**config.mk**
```make
export PLATFORM = sky130hd
export DESIGN_NAME = pick_motion_ctrl
export DESIGN_NICKNAME = d
export VERILOG_FILES = /design/src/rtl/pick_ctrl_pkg.sv /design/src/rtl/pick_motion_ctrl_sat_counter.sv /design/src/rtl/pick_motion_ctrl.sv
export SDC_FILE = /design/constraint.sdc
export NUM_CORES = 1
export LEC_CHECK = 0
export CELL_PAD_IN_SITES_DETAIL_PLACEMENT = 0
export CELL_PAD_IN_SITES_GLOBAL_PLACEMENT = 2
export CORE_ASPECT_RATIO = 0.5
export CORE_MARGIN = 3
export CORE_UTILIZATION = 37
export DETAILED_ROUTE_END_ITERATION = 10
export PLACE_DENSITY = 0.87
export SLEW_MARGIN = 20
export SYNTH_ARGS = -nofsm -noshare
export SYNTH_HDL_FRONTEND = slang
export SYNTH_HIERARCHICAL = 1
export SYNTH_SLANG_ARGS = --single-unit
```
**constraint.sdc**
```tcl
create_clock -name frame_clk -period 2.75 [get_ports frame_clk]
set_input_delay 0.55 -clock frame_clk [delete_from_list [all_inputs] [get_ports frame_clk]]
set_output_delay 0.55 -clock frame_clk [all_outputs]
set_load 0.03 [all_outputs]
```
**src/rtl/pick_ctrl_pkg.sv**
```systemverilog
// Shared types for the pick motion controller: motion codes, mode codes and FSM states.
package pick_ctrl_pkg;

  typedef enum logic [2:0] {
    STOP = 3'b000,
    UP1  = 3'b001,
    DN1  = 3'b010,
    DN2  = 3'b011,
    UP2  = 3'b100
  } dir_e;

  typedef enum logic [1:0] {
    MODE_IDLE   = 2'b00,
    MODE_MANUAL = 2'b01,
    MODE_DEMO   = 2'b10
  } mode_e;

  typedef enum logic [1:0] {
    ST_IDLE,
    ST_MANUAL,
    ST_DEMO
  } state_t;

  localparam int unsigned SEG_W = 2;

  // Demo pattern: up-1, stop, down-1, stop.
  function automatic dir_e demo_dir(input logic [SEG_W-1:0] seg);
    case (seg)
      2'd0:    return UP1;
      2'd2:    return DN1;
      default: return STOP;
    endcase
  endfunction

endpackage

```
**src/rtl/pick_motion_ctrl_sat_counter.sv**
```systemverilog
// Saturating up-counter; clear together with increment restarts the count at 1.
module sat_counter #(
  parameter int unsigned W   = 4,
  parameter int unsigned MAX = 15
) (
  input  logic         clk,
  input  logic         rst,
  input  logic         clear_i,
  input  logic         inc_i,
  output logic [W-1:0] value_o,
  output logic [W-1:0] next_c,
  output logic         at_max_c
);

  logic [W-1:0] value_q;

  assign at_max_c = (value_q == W'(MAX));
  assign value_o  = value_q;

  always_comb begin
    next_c = value_q;
    if (clear_i) begin
      next_c = inc_i ? W'(1) : '0;
    end else if (inc_i && !at_max_c) begin
      next_c = value_q + W'(1);
    end
  end

  always_ff @(posedge clk or posedge rst) begin
    if (rst) value_q <= '0;
    else     value_q <= next_c;
  end

endmodule

```
**src/rtl/pick_motion_ctrl.sv**
```systemverilog
// Pick mover command generator: key-driven motion with hold acceleration,
// idle timeout into a looping demo pattern.
module pick_motion_ctrl
  import pick_ctrl_pkg::*;
#(
  parameter int unsigned ACCEL_FRAMES = 16,
  parameter int unsigned IDLE_FRAMES  = 120,
  parameter int unsigned DEMO_SEG     = 32
) (
  input  logic       frame_clk,
  input  logic       Reset,
  input  logic       key_up,
  input  logic       key_down,
  input  logic       demo_en,
  output logic [2:0] dir,
  output logic [1:0] mode,
  output logic       accel
);

  localparam int unsigned HOLD_W  = $clog2(ACCEL_FRAMES + 1);
  localparam int unsigned IDLE_W  = $clog2(IDLE_FRAMES + 1);
  localparam int unsigned FRAME_W = $clog2(DEMO_SEG + 1);

  state_t           state_q;
  dir_e             dir_q;
  mode_e            mode_q;
  logic             accel_q;
  logic [SEG_W-1:0] seg_q;
  logic             last_up_q;

  logic req_up_c, req_dn_c, req_c, same_c, fast_c, stay_demo_c, enter_demo_c;
  logic hold_clr_c, frame_clr_c, frame_inc_c;
  logic [HOLD_W-1:0]  hold_val, hold_next;
  logic [IDLE_W-1:0]  idle_val, idle_next;
  logic [FRAME_W-1:0] frame_val, frame_next;
  logic hold_at_max, idle_at_max, frame_at_max;
  logic [SEG_W-1:0] seg_adv_c;
  dir_e man_dir_c;
  logic unused_c;

  // Both keys or neither is treated as no request.
  assign req_up_c = key_up & ~key_down;
  assign req_dn_c = key_down & ~key_up;
  assign req_c    = req_up_c | req_dn_c;

  assign same_c     = (hold_val != '0) && (req_up_c == last_up_q);
  assign hold_clr_c = ~req_c | ~same_c;
  assign fast_c     = (hold_next >= HOLD_W'(ACCEL_FRAMES));

  always_comb begin
    man_dir_c = STOP;
    if (req_up_c)      man_dir_c = fast_c ? UP2 : UP1;
    else if (req_dn_c) man_dir_c = fast_c ? DN2 : DN1;
  end

  assign enter_demo_c = demo_en && (idle_next == IDLE_W'(IDLE_FRAMES));
  assign stay_demo_c  = (state_q == ST_DEMO) && !req_c && demo_en;
  assign frame_clr_c  = !stay_demo_c || frame_at_max;
  assign frame_inc_c  = stay_demo_c && !frame_at_max;
  assign seg_adv_c    = frame_at_max ? seg_q + SEG_W'(1) : seg_q;

  assign unused_c = ^{hold_at_max, idle_val, idle_at_max, frame_val, frame_next};

  sat_counter #(.W(HOLD_W), .MAX(ACCEL_FRAMES)) u_hold (
    .clk(frame_clk), .rst(Reset), .clear_i(hold_clr_c), .inc_i(req_c),
    .value_o(hold_val), .next_c(hold_next), .at_max_c(hold_at_max)
  );

  sat_counter #(.W(IDLE_W), .MAX(IDLE_FRAMES)) u_idle (
    .clk(frame_clk), .rst(Reset), .clear_i(req_c), .inc_i(~req_c),
    .value_o(idle_val), .next_c(idle_next), .at_max_c(idle_at_max)
  );

  sat_counter #(.W(FRAME_W), .MAX(DEMO_SEG - 1)) u_frame (
    .clk(frame_clk), .rst(Reset), .clear_i(frame_clr_c), .inc_i(frame_inc_c),
    .value_o(frame_val), .next_c(frame_next), .at_max_c(frame_at_max)
  );

  // Mode FSM with registered outputs.
  always_ff @(posedge frame_clk or posedge Reset) begin
    if (Reset) begin
      state_q   <= ST_IDLE;
      dir_q     <= STOP;
      mode_q    <= MODE_IDLE;
      accel_q   <= 1'b0;
      seg_q     <= '0;
      last_up_q <= 1'b0;
    end else begin
      if (req_c) last_up_q <= req_up_c;
      case (state_q)
        ST_MANUAL: begin
          if (req_c) begin
            dir_q   <= man_dir_c;
            accel_q <= fast_c;
          end else begin
            state_q <= ST_IDLE;
            dir_q   <= STOP;
            mode_q  <= MODE_IDLE;
            accel_q <= 1'b0;
          end
        end
        ST_DEMO: begin
          if (req_c) begin
            state_q <= ST_MANUAL;
            dir_q   <= man_dir_c;
            mode_q  <= MODE_MANUAL;
            accel_q <= fast_c;
            seg_q   <= '0;
          end else if (!demo_en) begin
            state_q <= ST_IDLE;
            dir_q   <= STOP;
            mode_q  <= MODE_IDLE;
            accel_q <= 1'b0;
            seg_q   <= '0;
          end else begin
            seg_q <= seg_adv_c;
            dir_q <= demo_dir(seg_adv_c);
          end
        end
        default: begin
          accel_q <= 1'b0;
          if (req_c) begin
            state_q <= ST_MANUAL;
            dir_q   <= man_dir_c;
            mode_q  <= MODE_MANUAL;
            accel_q <= fast_c;
          end else if (enter_demo_c) begin
            state_q <= ST_DEMO;
            dir_q   <= UP1;
            mode_q  <= MODE_DEMO;
            seg_q   <= '0;
          end else begin
            state_q <= ST_IDLE;
            dir_q   <= STOP;
            mode_q  <= MODE_IDLE;
          end
        end
      endcase
    end
  end

  assign dir   = dir_q;
  assign mode  = mode_q;
  assign accel = accel_q;

endmodule

```
# After elaboration in Yosys (flattened, before gate mapping)

Cells that the tools add are included.

Mux-type cells: 35
Order comparisons: 1
Add/sub/neg operators: 4
Equality and inequality tests: 11
Reduce and logical (&&, ||, !) cells: 20
Bitwise logic cells: 9

Operators by type and width:

| cell                                                             | number |
|---|---|
| 2-bit two-way mux                                                | 12 |
| 3-bit two-way mux                                                | 5 |
| 7-bit == test (second input constant)                            | 2 |
| 7-bit two-way mux                                                | 2 |
| 6-bit two-way mux                                                | 2 |
| 2-bit case mux with 2 select lines                               | 3 |
| 5-bit two-way mux                                                | 2 |
| 1-bit logical AND                                                | 8 |
| 1-bit two-way mux                                                | 8 |
| 7-bit by 1-bit adder with 7-bit output (second input constant)   | 1 |
| 6-bit by 1-bit adder with 6-bit output (second input constant)   | 1 |
| 6-bit by 5-bit == test with 1-bit output (second input constant) | 1 |
| 3-bit case mux with 2 select lines                               | 1 |
| 5-bit by 1-bit adder with 5-bit output (second input constant)   | 1 |
| 5-bit == test (second input constant)                            | 1 |
| 5-bit >= comparator (second input constant)                      | 1 |
| 1-bit logical NOT                                                | 5 |
| 1-bit inverter                                                   | 5 |
| 5-bit nonzero test                                               | 1 |
| 2-bit == test (second input constant)                            | 2 |
| 2-bit nonzero test                                               | 2 |
| 3-bit inequality test (second input constant)                    | 1 |
| 3-bit AND reduction                                              | 1 |
| 2-bit by 1-bit adder with 2-bit output (second input constant)   | 1 |
| other kinds (9)                                                  | 11 |

Bits in registers: 27
Logic and storage cells: 88
Output and inout port bits: 6

# Logic depth before layout (Yosys ltp)

Gate-level depths: netlist of the first run.

Depth in word-level cells: 13
Depth in mapped cells: 10
Mapped depth without buffers: 9

# By module

The synthesis of the first run kept the hierarchy.

By module, submodules not included:

| module                 | area each (um^2) | instances | cells an instance |
|---|---|---|---|
| pick_motion_ctrl       | 651.9            | 1         | 71 |
| sat_counter at u_idle  | 395.4            | 1         | 42 |
| sat_counter at u_frame | 380.4            | 1         | 39 |
| sat_counter at u_hold  | 294.0            | 1         | 31 |

# Worst setup path before layout of the first run

OpenSTA, ideal clock, no wires.

Path kind: input -> register
From: input port key_up
To: register seg_q[0]
Setup slack: 0.182 ns
Data required time: 2.614 ns
Arrival: 2.432 ns
Stages on the path: 9
Cells stage by stage: inv_1 ha_1 buf_2 inv_1 buf_1 o311ai_0 or3b_1 o311ai_1 nand3_1

Word-level cells in the longest chain between the ends: 11

Ends and longest elaborated chain:

| what                            | line                               | text |
|---|---|---|
| start, declared                 | pick_motion_ctrl.sv:12             | `input logic key_up,` |
| 1-bit inverter                  | pick_motion_ctrl.sv:43             | `assign req_dn_c = key_down & ~key_up;` |
| 1-bit AND                       | pick_motion_ctrl.sv:43             |  |
| 1-bit bitwise OR *              | pick_motion_ctrl.sv:44             | `assign req_c = req_up_c \| req_dn_c;` |
| named net req_c                 | pick_motion_ctrl.sv:31             | `logic req_up_c, req_dn_c, req_c, same_c, fast_c, stay_demo_c, enter_demo_c;` |
| 1-bit inverter                  | pick_motion_ctrl.sv:70             | `.clk(frame_clk), .rst(Reset), .clear_i(req_c), .inc_i(~req_c),` |
| 1-bit logical AND               | pick_motion_ctrl_sat_counter.sv:24 | `end else if (inc_i && !at_max_c) begin` |
| 7-bit two-way mux               | pick_motion_ctrl_sat_counter.sv:24 |  |
| 7-bit two-way mux *             | pick_motion_ctrl_sat_counter.sv:22 | `if (clear_i) begin` |
| named net idle_next[0]          | pick_motion_ctrl.sv:34             | `logic [IDLE_W-1:0] idle_val, idle_next;` |
| 7-bit == test *                 | pick_motion_ctrl.sv:56             | `assign enter_demo_c = demo_en && (idle_next == IDLE_W'(IDLE_FRAMES));` |
| 1-bit logical AND *             | pick_motion_ctrl.sv:56             |  |
| 2-bit nonzero test (no line) *  | -                                  |  |
| 3-bit AND reduction (no line) * | -                                  |  |
| end signal, assigned            | pick_motion_ctrl.sv:116            | `seg_q <= seg_adv_c;` |
| end, declared                   | pick_motion_ctrl.sv:28             | `logic [SEG_W-1:0] seg_q;` |

The timed path passes the listed nets; every way through them passes the cells marked *.
A chain may end at the register's enable or synchronous reset.

# Worst setup path in the final report of the first run

From: input port key_up
To: register seg_q[0]

Word-level cells in the longest chain between the ends: 11

Ends and longest elaborated chain:

| what                            | line |
|---|---|
| 1-bit inverter                  | pick_motion_ctrl.sv:43 |
| 1-bit AND                       | pick_motion_ctrl.sv:43 |
| 1-bit bitwise OR *              | pick_motion_ctrl.sv:44 |
| 1-bit inverter                  | pick_motion_ctrl.sv:70 |
| 1-bit logical AND               | pick_motion_ctrl_sat_counter.sv:24 |
| 7-bit two-way mux               | pick_motion_ctrl_sat_counter.sv:24 |
| 7-bit two-way mux *             | pick_motion_ctrl_sat_counter.sv:22 |
| named net idle_next[5]          | pick_motion_ctrl.sv:34 |
| 7-bit == test *                 | pick_motion_ctrl.sv:56 |
| 1-bit logical AND *             | pick_motion_ctrl.sv:56 |
| 2-bit nonzero test (no line) *  | - |
| 3-bit AND reduction (no line) * | - |

Marks and branches as above.

==> metrics.txt, run 1 <==
core outline area=4160 um2; number of placement rows=16; number of buffers created by CTS=3; insertion delay to the later sink of the worst-skew pair=between 0.2 and 0.3 ns; antenna cells=0; startpoint kind of the worst setup timing path=primary input; leakage dissipation=0.899 nW; Power per Cell Area=475 nW/um2; mean cell area of the mapped netlist=9.42 um2; number of nets in the layout=approximately 230; met2 Usage GRT=0.248; total routed wirelength=3.79 mm; Hold Vio Cnt, Final=0; smallest hold slack=a little over 0.5 ns; floorplan die width=102 um; Most Used Layer, Global Route=met2; peak supply drop=367 uV; worst setup path class=in -> reg; setup violation total in the final timing report=0; total number of vias=1420; run status=completed; highest clock frequency the design can meet=about 380 MHz; Die Ht=54.1 um; HPWL after detailed placement=2.88 mm; ratio of cells with drive above 1 in the final layout=0.177; Worst-path clk slew=~0.10 ns; hold buffer count at cts=0; final global-route overflow total=0; met1 track demand over resource in global routing=0.212; final instance area=roughly 2000 um2; clk sinks=27; actual transition at the worst max-transition pin=roughly 0.46 ns; number of maximum-capacitance violations=0; placed cell count=259; final period utilization=0.961; via count of the first global-routing pass=1392; Net Count, Synth=197; most common cell after layout, fill and taps aside=dfrtp_1; TNS Setup=0 ns; PortBufs=10; floorplan die area=roughly 5500 um2; clock root buffer master=clkbuf_8; signal arrival time at the worst endpoint=2.79 ns; number of top-level pins=11; worst setup skew after layout=slightly above 0.01 ns; worst path required time=2.90 ns; non-filler cells in the finished layout=263; routed length per instance=14.4 um; min-delay worst type=reg -> reg; DRT Pass-1 Iters=4; final core area utilization=0.491; fraction of met3 tracks used by global routing=0.0349; wire length of the first global-routing pass=6.58 mm; setup repair bufs after CTS=0; yosys warns=6; largest driver fanout on the critical path=7; minimum clock period=2.64 ns; Placement Cell Area=1980 um2; largest net degree at the start of global routing=17; number of levels the H-tree was split into=1; gate count of the mapped netlist=roughly 180; Final Slew Violations=0; cell area after synthesis=1710 um2; Total Routing Usage GR=0.153; initial drt markers=52; initial standard-cell utilization of the core=0.412; clock tree from TritonCTS=yes; crit end category=flop; routability-driven placement congestion ratio=about 0.84; Slew headroom=0.695; area delta synth->final=19.3%; initial antenna violation count=0; clock buffer depth=2; remaining routing DRC violations=0; commonest non-fill, non-tap cells in the layout=dfrtp_1 (27), inv_1 (19), buf_4 (17), nand2_1 (16), nor2_1 (13); routed via count divided by cell count=5.40; remaining antenna violation count=0
==> sequential cells by signal, indices dropped and copies added, names as in the netlist <==
register         count
u_idle/value_o       7
u_frame/value_o      6
u_hold/value_o       5
dir                  3
mode                 2
seg_q                2
accel                1
last_up_q            1
==> final timing paths <==
kind	from	endpoint	slack [ns]	depth (start not counted)
worst max-delay path	key_up	seg_q[0]	0.11	10
worst min-delay path	accel	accel	0.52	1
worst max register to register	u_idle/value_o[0]	dir[0]	0.45	9
worst min register to register	accel	accel	0.52	1
max in group asynchronous	Reset	dir[0]	1.80	2
min in group asynchronous	Reset	u_hold/value_o[4]	0.59	2
==> routing by layer <==
metal | vias up | part of all wire
met5 | - | 0
met4 | 0 | 0.0037
met3 | 2 | 0.028
met2 | 17 | 0.45
met1 | 689 | 0.52
li1 | 712 | -
==> power by group <==
part           internal (W)  switching (W)
clock network      0.000103       0.000132
registers          0.000424      0.0000309
logic              0.000122       0.000159
==> final cells by class <==
class	instances	area [um2]
Clock buffer	3	41.3
Clock inverter	1	7.51
Fill cell	399	2120
Inverter	19	71.3
Multi-Input combinational cell	132	955
Sequential cell	27	676
Tap cell	54	67.6
Timing Repair Buffer	27	228
==> through the flow <==
stage,worst slack (ns),total power (W)
final,0.108,0.000971
after global routing,-0.0583,0.00104
after CTS,0.129,0.000981
after detailed placement,-0.177,0.000744
after global placement,-0.119,0.000737
after floorplan,0.182,0.000633
==> repair_timing <==
item / 4_1_cts / 5_1_grt
gates resized for setup: 0 / 4
endpoints found under the hold margin: 0 / 0
setup endpoints to repair: 0 / 2
==> critical path: stages <==
cell             delay, ns
clkdlybuf4s50_1       0.48
inv_1                 0.06
ha_2                  0.37
buf_4                 0.14
nand3_1               0.08
or3_1                 0.32
a21oi_1               0.19
nand4b_1              0.20
o311ai_2              0.31
nand3_1               0.10
(Power assumes the default switching activity.)
==> run 2, diff against run 1 <==
--- a/config.mk
+++ b/config.mk
@@ -12,6 +12,7 @@
 export CORE_UTILIZATION = 37
 export DETAILED_ROUTE_END_ITERATION = 10
 export PLACE_DENSITY = 0.87
+export SKIP_LAST_GASP = 1
 export SLEW_MARGIN = 20
 export SYNTH_ARGS = -nofsm -noshare
 export SYNTH_HDL_FRONTEND = slang
==> results of run 2 <==
No change in the layout: final DEF, timing and power equal those of run 1.
==> run 3, diff against run 2 <==
--- a/config.mk
+++ b/config.mk
@@ -11,9 +11,8 @@
 export CORE_MARGIN = 3
 export CORE_UTILIZATION = 37
 export DETAILED_ROUTE_END_ITERATION = 10
+export GPL_ROUTABILITY_DRIVEN = 0
 export PLACE_DENSITY = 0.87
-export SKIP_LAST_GASP = 1
-export SLEW_MARGIN = 20
 export SYNTH_ARGS = -nofsm -noshare
 export SYNTH_HDL_FRONTEND = slang
 export SYNTH_HIERARCHICAL = 1
==> results of run 3 <==
No change in the layout: final DEF, timing and power equal those of run 1.
